<file path="src/rtl/updown_pkg.sv">
// rtl/updown_pkg.sv - shared encodings and defaults for the up/down counter family
package updown_pkg;

   localparam logic [1:0] MODE_UPWRAP  = 2'b00;
   localparam logic [1:0] MODE_DNWRAP  = 2'b01;
   localparam logic [1:0] MODE_BOUNCE  = 2'b10;
   localparam logic [1:0] MODE_ILLEGAL = 2'b11;

   localparam logic [1:0] DEF_MODE = MODE_BOUNCE;
   // Default window spans the whole range at any width: lo all-zeros, hi all-ones.
   localparam logic DEF_LO_BIT = 1'b0;
   localparam logic DEF_HI_BIT = 1'b1;

   typedef enum logic [2:0] {
      ST_IDLE,
      ST_LOAD,
      ST_RUN,
      ST_HOLD,
      ST_DONE
   } state_t;

   function automatic logic mode_legal(input logic [1:0] mode);
      return mode != MODE_ILLEGAL;
   endfunction

endpackage

</file>
<file path="src/rtl/updown_seq_ctrl_if.sv">
// rtl/updown_seq_ctrl_if.sv - valid/ready configuration port of the counter sequencer
interface updown_seq_ctrl_if #(
   parameter int WIDTH = 3,
   parameter int SWW   = 8
);

   logic             cfg_valid;
   logic             cfg_ready;
   logic [WIDTH-1:0] cfg_lo;
   logic [WIDTH-1:0] cfg_hi;
   logic [1:0]       cfg_mode;
   logic [SWW-1:0]   cfg_sweeps;

   modport master (
      output cfg_valid, cfg_lo, cfg_hi, cfg_mode, cfg_sweeps,
      input  cfg_ready
   );

   modport slave (
      input  cfg_valid, cfg_lo, cfg_hi, cfg_mode, cfg_sweeps,
      output cfg_ready
   );

endinterface

</file>
<file path="src/rtl/updown_next.sv">
// rtl/updown_next.sv - one-step next-value logic for a windowed up/down counter
module updown_next
   import updown_pkg::*;
#(
   parameter int WIDTH = 3
) (
   input  logic [WIDTH-1:0] cnt,
   input  logic             dir,
   input  logic [WIDTH-1:0] lo,
   input  logic [WIDTH-1:0] hi,
   input  logic [1:0]       mode,
   output logic [WIDTH-1:0] next_cnt,
   output logic             next_dir,
   output logic             sweep_evt
);

   always_comb begin
      next_cnt  = cnt;
      next_dir  = dir;
      sweep_evt = 1'b0;
      case (mode)
         MODE_UPWRAP: begin
            if (cnt == hi) begin
               next_cnt  = lo;
               sweep_evt = 1'b1;
            end else begin
               next_cnt = cnt + WIDTH'(1);
            end
         end
         MODE_DNWRAP: begin
            if (cnt == lo) begin
               next_cnt  = hi;
               sweep_evt = 1'b1;
            end else begin
               next_cnt = cnt - WIDTH'(1);
            end
         end
         MODE_BOUNCE: begin
            // Turnaround steps straight to the neighbour so the endpoint is not repeated.
            if (!dir && cnt == hi) begin
               next_cnt  = hi - WIDTH'(1);
               next_dir  = 1'b1;
               sweep_evt = 1'b1;
            end else if (dir && cnt == lo) begin
               next_cnt  = lo + WIDTH'(1);
               next_dir  = 1'b0;
               sweep_evt = 1'b1;
            end else if (!dir) begin
               next_cnt = cnt + WIDTH'(1);
            end else begin
               next_cnt = cnt - WIDTH'(1);
            end
         end
         default: ;
      endcase
   end

endmodule

</file>
<file path="src/rtl/updown_seq_ctrl.sv">
// rtl/updown_seq_ctrl.sv - config/run sequencer for the windowed up/down counter
module updown_seq_ctrl
   import updown_pkg::*;
#(
   parameter int WIDTH = 3,
   parameter int SWW   = 8
) (
   input  logic             clk,
   input  logic             rst,
   updown_seq_ctrl_if.slave cfg,
   input  logic             start,
   input  logic             pause,
   input  logic             stop,
   output logic [WIDTH-1:0] cnt,
   output logic             dir,
   output logic             busy,
   output logic             done,
   output logic             err
);

   state_t           state, state_nxt;
   logic [WIDTH-1:0] lo_q, hi_q;
   logic [1:0]       mode_q;
   logic [SWW-1:0]   sweeps_q, sweep_cnt;
   logic [WIDTH-1:0] next_cnt;
   logic             next_dir, sweep_evt;
   logic             cfg_fire, cfg_ok, finish, step_en;

   updown_next #(.WIDTH(WIDTH)) u_next (
      .cnt      (cnt),
      .dir      (dir),
      .lo       (lo_q),
      .hi       (hi_q),
      .mode     (mode_q),
      .next_cnt (next_cnt),
      .next_dir (next_dir),
      .sweep_evt(sweep_evt)
   );

   assign cfg_fire = cfg.cfg_valid && (state == ST_IDLE);
   assign cfg_ok   = (cfg.cfg_lo < cfg.cfg_hi) && mode_legal(cfg.cfg_mode);
   assign finish   = sweep_evt && (sweeps_q != '0) && (sweep_cnt + SWW'(1) == sweeps_q);
   assign step_en  = (state == ST_RUN) && !stop && !pause && !finish;

   always_ff @(posedge clk) begin
      if (rst) state <= ST_IDLE;
      else     state <= state_nxt;
   end

   always_comb begin
      state_nxt = state;
      case (state)
         ST_IDLE: if (start) state_nxt = ST_LOAD;
         ST_LOAD: state_nxt = ST_RUN;
         ST_RUN: begin
            if (stop)        state_nxt = ST_IDLE;
            else if (pause)  state_nxt = ST_HOLD;
            else if (finish) state_nxt = ST_DONE;
         end
         ST_HOLD: begin
            if (stop)        state_nxt = ST_IDLE;
            else if (!pause) state_nxt = ST_RUN;
         end
         ST_DONE: state_nxt = ST_IDLE;
         default: state_nxt = ST_IDLE;
      endcase
   end

   always_comb begin
      cfg.cfg_ready = (state == ST_IDLE);
      busy          = (state != ST_IDLE);
      done          = (state == ST_DONE);
   end

   // A rejected offer leaves the stored config untouched.
   always_ff @(posedge clk) begin
      if (rst) begin
         lo_q     <= {WIDTH{DEF_LO_BIT}};
         hi_q     <= {WIDTH{DEF_HI_BIT}};
         mode_q   <= DEF_MODE;
         sweeps_q <= '0;
         err      <= 1'b0;
      end else begin
         err <= cfg_fire && !cfg_ok;
         if (cfg_fire && cfg_ok) begin
            lo_q     <= cfg.cfg_lo;
            hi_q     <= cfg.cfg_hi;
            mode_q   <= cfg.cfg_mode;
            sweeps_q <= cfg.cfg_sweeps;
         end
      end
   end

   always_ff @(posedge clk) begin
      if (rst) begin
         cnt       <= '0;
         dir       <= 1'b0;
         sweep_cnt <= '0;
      end else if (state == ST_LOAD) begin
         cnt       <= (mode_q == MODE_DNWRAP) ? hi_q : lo_q;
         dir       <= (mode_q == MODE_DNWRAP);
         sweep_cnt <= '0;
      end else if (step_en) begin
         cnt <= next_cnt;
         dir <= next_dir;
         if (sweep_evt && sweep_cnt != '1) sweep_cnt <= sweep_cnt + SWW'(1);
      end
   end

endmodule

</file>
<file path="src/flat_wrapper.sv">
// flat-port wrapper written by rule: the top's interface ports become plain ports
module updown_seq_ctrl_flat import updown_pkg::*;
#(
   parameter int WIDTH = 3,
   parameter int SWW   = 8
)
  (clk, rst, start, pause, stop, cnt, dir, busy, done, err, cfg_cfg_valid, cfg_cfg_lo, cfg_cfg_hi, cfg_cfg_mode, cfg_cfg_sweeps, cfg_cfg_ready);
  updown_seq_ctrl_if #(.WIDTH(WIDTH), .SWW(SWW)) cfg_i ();
  input  logic clk;
  input  logic rst;
  input  logic start;
  input  logic pause;
  input  logic stop;
  output logic [WIDTH-1:0] cnt;
  output logic dir;
  output logic busy;
  output logic done;
  output logic err;
  input wire logic [$bits(cfg_i.cfg_valid)-1:0] cfg_cfg_valid;
  input wire logic [$bits(cfg_i.cfg_lo)-1:0] cfg_cfg_lo;
  input wire logic [$bits(cfg_i.cfg_hi)-1:0] cfg_cfg_hi;
  input wire logic [$bits(cfg_i.cfg_mode)-1:0] cfg_cfg_mode;
  input wire logic [$bits(cfg_i.cfg_sweeps)-1:0] cfg_cfg_sweeps;
  output wire logic [$bits(cfg_i.cfg_ready)-1:0] cfg_cfg_ready;
  assign cfg_i.cfg_valid = cfg_cfg_valid;
  assign cfg_i.cfg_lo = cfg_cfg_lo;
  assign cfg_i.cfg_hi = cfg_cfg_hi;
  assign cfg_i.cfg_mode = cfg_cfg_mode;
  assign cfg_i.cfg_sweeps = cfg_cfg_sweeps;
  assign cfg_cfg_ready = cfg_i.cfg_ready;
  updown_seq_ctrl #(.WIDTH(WIDTH), .SWW(SWW)) u_core (.clk(clk), .rst(rst), .cfg(cfg_i), .start(start), .pause(pause), .stop(stop), .cnt(cnt), .dir(dir), .busy(busy), .done(done), .err(err));
endmodule
</file>
<file path="config.mk">
export PLATFORM = sky130hd
export DESIGN_NAME = updown_seq_ctrl_flat
export DESIGN_NICKNAME = d
export VERILOG_FILES = /design/src/rtl/updown_pkg.sv /design/src/rtl/updown_seq_ctrl_if.sv /design/src/rtl/updown_next.sv /design/src/rtl/updown_seq_ctrl.sv /design/src/flat_wrapper.sv
export SDC_FILE = /design/constraint.sdc
export NUM_CORES = 1
export LEC_CHECK = 0
export ABC_AREA = 1
export CAP_MARGIN = 40
export CORE_UTILIZATION = 35
export DETAILED_ROUTE_END_ITERATION = 8
export MAX_ROUTING_LAYER = met4
export SYNTH_ARGS = -nofsm -noshare
export SYNTH_HDL_FRONTEND = slang
export SYNTH_SLANG_ARGS = --single-unit
</file>
<file path="constraint.sdc">
create_clock -name clk -period 1.6 [get_ports clk]
set_input_delay 0.24 -clock clk [delete_from_list [all_inputs] [get_ports clk]]
set_output_delay 0.24 -clock clk [all_outputs]
set_load 0.01 [all_outputs]
</file>
Yosys cells after proc, flatten, opt, wreduce, memory -nomap -nowiden

Index checks and enable logic that the tools add are counted.

Register bits after elaboration: 32
Bits of input ports: 22
Output and inout port bits: 8
Word-level logic and storage cells: 85

$add $sub $neg: 5
Order comparisons: 1
Equality and inequality tests: 14
Mux-type cells: 26
Reductions and logical operators: 30

Operators by type and width:

| kind                                                                    | number |
|---|---|
| 3-bit 2-to-1 mux                                                        | 14 |
| 1-bit logical AND                                                       | 12 |
| 3-bit one-hot mux with 4 select lines                                   | 1 |
| 1-bit 2-to-1 mux                                                        | 9 |
| 3-bit one-hot mux with 3 select lines                                   | 1 |
| 8-bit by 1-bit adder with 8-bit output, second input constant           | 1 |
| 8-bit == test                                                           | 1 |
| 8-bit inequality test, second input constant                            | 1 |
| 8-bit nonzero test                                                      | 1 |
| 3-bit by 1-bit adder with 3-bit output, second input constant           | 2 |
| 3-bit by 2-bit == test with 1-bit output, second input constant         | 2 |
| 3-bit == test                                                           | 2 |
| 3-bit AND reduction                                                     | 2 |
| 3-bit nonzero test                                                      | 2 |
| 3-bit by 1-bit subtractor with 3-bit output, second input constant      | 2 |
| 1-bit logical NOT                                                       | 5 |
| 2-bit inequality test, second input constant                            | 2 |
| 4-bit by 3-bit inequality test with 1-bit output, second input constant | 1 |
| 2-bit AND reduction                                                     | 2 |
| 2-bit nonzero test                                                      | 2 |
| 4-bit nonzero test                                                      | 1 |
| 3-bit by 1-bit == test with 1-bit output, second input constant         | 1 |
| 3-bit == test, second input constant                                    | 1 |
| 3-bit logical NOT                                                       | 1 |
| other kinds (7)                                                         | 7 |

Logic depth before layout (Yosys ltp)

Depth in word-level cells: 11
Gate-level depth with buffers: 17

Cells and area by module

A second synthesis with hierarchy kept.

Cell total of the unflattened synthesis: 367
Area total of the unflattened synthesis: 2374.8 sq um

By module, submodules not included:

| module          | instances | cells an instance | area each (sq um) | sequential area each (sq um) |
|---|---|---|---|---|
| updown_seq_ctrl | 1         | 273               | 1853.0            | 640.6 |
| updown_next     | 1         | 94                | 521.8             | 0.0 |

Worst setup path after synthesis

Ideal clock, no wire load.

Kind: register -> register
Start: register u_core.mode_q[1]
End: register u_core.dir
Data arrival time: 1713 ps
Setup slack: -223 ps
Cell stages (with the launch flop): 16
Buffers on the path: 2
Clock period less this slack: 1823 ps
Cell sequence: dfxtp_1 > inv_1 > ha_1 > clkbuf_1 > inv_1 > nor2_1 > nor2_1 > nand2_1 > nand2_1 > nor2_2 > nand2_2 > buf_6 > nand4_1 > nand3_1 > nand2_1 > inv_1

Cells in the longest elaborated chain, start to end: 8
Elaborated cells on any way between the ends: 12
Those cells by class: eq/ne (2); mux (2); reduce/logical (8)

RTL lines:

| item                                        | RTL line               | text |
|---|---|---|
| start: declaration                          | updown_seq_ctrl.sv:23  | `logic [1:0] mode_q;` |
| start signal: assignment                    | updown_seq_ctrl.sv:88  | `mode_q <= cfg.cfg_mode;` |
| 2-bit == test, or another cell as far along | updown_next.sv:21      | `case (mode)` |
| 1-bit one-hot mux with 3 select lines       | updown_next.sv:21      |  |
| 1-bit logical AND (2 in a row)              | updown_seq_ctrl.sv:42  | `assign finish = sweep_evt && (sweeps_q != '0) && (sweep_cnt + SWW'(1) == sweeps_q);` |
| 1-bit logical NOT                           | updown_seq_ctrl.sv:43  | `assign step_en = (state == ST_RUN) && !stop && !pause && !finish;` |
| 1-bit logical AND                           | updown_seq_ctrl.sv:43  |  |
| 2-bit nonzero test (no line)                | --                     |  |
| 3-bit AND reduction (no line)               | --                     |  |
| end signal: assignment                      | updown_seq_ctrl.sv:101 | `dir <= (mode_q == MODE_DNWRAP);` |
| end signal: assignment                      | updown_seq_ctrl.sv:105 | `dir <= next_dir;` |
| end: declaration                            | updown_seq_ctrl.sv:15  | `output logic dir,` |

Several ways; a longest one is shown, not always the timed one.
A chain may end at the register's enable or synchronous reset.

Worst setup path in the final report

Start: register u_core.sweep_cnt[1]
End: register u_core.cnt[2]

Cells in the longest elaborated chain, start to end: 7

RTL lines:

| item                                   | RTL line               | text |
|---|---|---|
| start: declaration                     | updown_seq_ctrl.sv:24  | `logic [SWW-1:0] sweeps_q, sweep_cnt;` |
| start signal: assignment               | updown_seq_ctrl.sv:106 | `if (sweep_evt && sweep_cnt != '1) sweep_cnt <= sweep_cnt + SWW'(1);` |
| 8-bit by 1-bit adder with 8-bit output | updown_seq_ctrl.sv:42  |  |
| 8-bit == test                          | updown_seq_ctrl.sv:42  |  |
| 1-bit logical AND                      | updown_seq_ctrl.sv:42  |  |
| 1-bit logical NOT                      | updown_seq_ctrl.sv:43  |  |
| 1-bit logical AND                      | updown_seq_ctrl.sv:43  |  |
| 2-bit nonzero test (no line)           | --                     |  |
| 2-bit AND reduction (no line)          | --                     |  |
| end signal: assignment                 | updown_seq_ctrl.sv:100 | `cnt <= (mode_q == MODE_DNWRAP) ? hi_q : lo_q;` |
| end signal: assignment                 | updown_seq_ctrl.sv:104 | `cnt <= next_cnt;` |
| end: declaration                       | updown_seq_ctrl.sv:14  | `output logic [WIDTH-1:0] cnt,` |

No other way between the ends.

==> impl_metrics.env <==
export IMPL_worstReg2RegStart="u_core.sweep_cnt[1]"
export IMPL_cts_sinks=32
export IMPL_synth_cell_types=27
export IMPL_finClkSkew_ns=0.00673
export IMPL_crit_required_ns=1.78
export IMPL_synth_warnings=0
export IMPL_synth_area_um2=2230
export IMPL_relSlewSlack=0.712
export IMPL_dr_pass1_iters=5
export IMPL_dieArea_um2=6700
export IMPL_synth_nets=380
export IMPL_path_class="reg2reg"
export IMPL_cp_slowest_cell="dfxtp_4"
export IMPL_finalHoldViolCount=0
export IMPL_dp_hpwl_um=4750
export IMPL_grt_pass1_vias=2341
export IMPL_worst_pin_slew_ns=0.431
export IMPL_nFillCells=593
export IMPL_status="complete, but fails checks"
export IMPL_grt_max_degree=12
export IMPL_power_net_switching_mw=1.01
export IMPL_numCtsBuffers=5
export IMPL_clk_latency_ns=0.29
export IMPL_drc=0
export IMPL_dr_total_vias=2494
export IMPL_nets=475
export IMPL_cts_root_buf="clkbuf_8"
export IMPL_grt_pass1_wl_um=10500
export IMPL_pre_cts_slack_ns=-0.609
export IMPL_cpMostUsedCell="nand2_4"
export IMPL_drive_gt1_frac=0.307
export IMPL_fp_coreArea_um2=6030
export IMPL_syn_inst=347
export IMPL_gp_congestion=0.898
export IMPL_slew_viol_final=0
export IMPL_drt_iter0_drc=180
export IMPL_worst_slack_ns=-0.325
export IMPL_grt_util_all_layers=0.210
export IMPL_comb_power_share=0.415
export IMPL_synth_seq_cells=32
export IMPL_dp_cells=500
export IMPL_clkTransAtPathRegs_ns=0.07
export IMPL_cp_cell_sequence="buf_6 -> nand2_8 -> nor2_4 -> nand2_2 -> nand2_4 -> xor2_2 -> nand3b_1 -> nor2_2 -> nand2_4 -> nand3_4 -> nand3_1 -> nand2_1 -> nor2_1"
export IMPL_cts_tree="done"
export IMPL_ir_worst_vdd_v=0.000564
export IMPL_grt_antenna_before_repair=0
export IMPL_diodes=0
export IMPL_p_int_mw=1.77
export IMPL_die_w_um=81.9
export IMPL_critPathLaunch="u_core.sweep_cnt[1]"
export IMPL_hold_slack_ns=0.291
export IMPL_area_growth_pct=52.2
export IMPL_critPathTopFamily="simple AND/OR/NAND/NOR gates"
export IMPL_max_stage_delay_ns=0.37
export IMPL_yosysSeqAreaShare=0.287
export IMPL_powerDensity_nw_per_um2=819
export IMPL_wl_per_cell_um=12.4
export IMPL_final_common_cell="nand2_1"
export IMPL_critPathArrivalTime_ns=2.10
export IMPL_cp_max_fo=6
export IMPL_fin_crit_ns=1.92
export IMPL_start_util=0.370
export IMPL_setup_viol=15
export IMPL_h_tree_depth=2
export IMPL_violations="setup timing"
export IMPL_hp_class="in2reg"
export IMPL_rsz0062_at_grt="yes"
export IMPL_avgSynthCellArea_um2=6.43
export IMPL_period_share=1.20
export IMPL_swShare=0.365
export IMPL_final_cell_mix="75 x nand2_1, 62 x buf_4, 48 x inv_1"
export IMPL_vias_per_cell=4.81
export IMPL_cts_max_path_buffers=2
export IMPL_total_power_mw=2.78
export IMPL_rows=28
export IMPL_cp_buffers_inverters=1
export IMPL_clkPwrFrac=0.241
export IMPL_cap_violations=0
export IMPL_end_kind="flip-flop"
export IMPL_timing_fmax_mhz=520
export IMPL_pwr_share_seq=0.344
export IMPL_p_leak_nw=1.61
export IMPL_portBuffers=29
export IMPL_setup_tns_final_ns=-4.47
export IMPL_cts_hold_fix_buffers=0
export IMPL_ios=30
export IMPL_die_y_um=81.9
export IMPL_final_cells=518
export IMPL_wirelength_um=6430
export IMPL_cp_start_kind="flip-flop"
export IMPL_hold_start="cfg_cfg_lo[2]"
export IMPL_ant_nets=0
export IMPL_grt_remaining_overflow=0
## cell usage after synthesis
cell type	number	area, µm²
inv_2	4	15.0
o211ai_1	6	45.0
nor2_4	1	11.3
a21oi_1	33	165
o21ai_0	24	120
a221oi_1	1	8.76
nand2_2	2	12.5
inv_1	50	188
nand3_1	23	115
nand4_1	12	75.1
nand3_2	5	50.1
clkbuf_1	6	22.5
nor3_1	6	30.0
xnor2_1	2	17.5
xnor2_2	1	16.3
buf_6	2	22.5
xor2_1	7	61.3
nor2_2	3	18.8
nand3b_1	3	22.5
nor4_1	1	6.26
o21bai_1	1	7.51
ha_1	11	138
nand2_1	88	330
nor2_1	21	78.8
buf_1	1	3.75
dfxtp_1	32	641
nor3_2	1	10.0
## worst reg2reg max path, cell delays in order, from the launching register on
cell	delay, ns
dfxtp_4	0.37
buf_6	0.11
nand2_8	0.06
nor2_4	0.18
nand2_2	0.09
nand2_4	0.08
xor2_2	0.18
nand3b_1	0.12
nor2_2	0.17
nand2_4	0.13
nand3_4	0.15
nand3_1	0.08
nand2_1	0.07
nor2_1	0.04
## flip-flops by register name, summed over array words and instances, names as in the netlist
name	count
u_core.sweep_cnt	8
u_core.sweeps_q	8
u_core.cnt	3
u_core.hi_q	3
u_core.lo_q	3
u_core.state	3
u_core.mode_q	2
u_core.dir	1
u_core.err	1
## through the flow
step / util / cell area [µm²]
after floorplan: - / 2250
after global placement: 0.501 / 3020
after detailed placement: 0.501 / 3020
after CTS: 0.542 / 3270
after global routing: 0.564 / 3400
final: 0.564 / 3400
## metal layers
metal,track usage,routed length [µm],vias up
met5,-,0,-
met4,0.0632,116,0
met2,0.326,2940,57
li1,-,-,1318
met3,0.0344,263,12
met1,0.279,3110,1107
## cells by family (layout without fill, tap and decap cells)
group	Yosys count	after routing	synth area share
flip-flops	32	32	0.287
AND/OR/NAND/NOR	166	166	0.341
buffers and inverters	63	159	0.113
adder cells (fa/ha/maj)	11	11	0.0617
AO/OA/AOI/OAI	65	65	0.155
XOR/XNOR	10	10	0.0426
## timing repair
action / CTS / global route
pin swaps: 19 / 25
setup buffers: 6 / 3
gates resized for setup: 45 / 29
setup endpoints to repair: 34 / 32
cloned: 1 / 0
## worst paths after layout
path,cells past startpoint,slack (ns),endpoint
worst max register to register,13,-0.32,u_core.cnt[2]
worst max-delay path,13,-0.32,u_core.cnt[2]
worst min-delay path,3,0.29,u_core.lo_q[2]
worst min register to register,2,0.51,u_core.sweeps_q[6]
## power groups by stage
stage	combinational [mW]	sequential, mW	clock, mW
after floorplan	0.630	0.967	0
after global placement	1.09	0.975	0
after detailed placement	1.11	0.976	0
after CTS	1.13	0.956	0.675
after global routing	1.29	0.969	0.719
final	1.15	0.958	0.670
## layout make-up
class | instances | area (µm²) | area share
clock buffers | 7 | 86.3 | 0.0254
multi-input cells | 252 | 1540 | 0.453
well taps | 75 | 93.8 | 0.0276
flip-flops and latches | 32 | 654 | 0.193
clock inverters | 1 | 7.51 | 0.00221
inverters | 54 | 203 | 0.0597
repair buffers | 97 | 815 | 0.240
(Power assumes the default switching activity.)
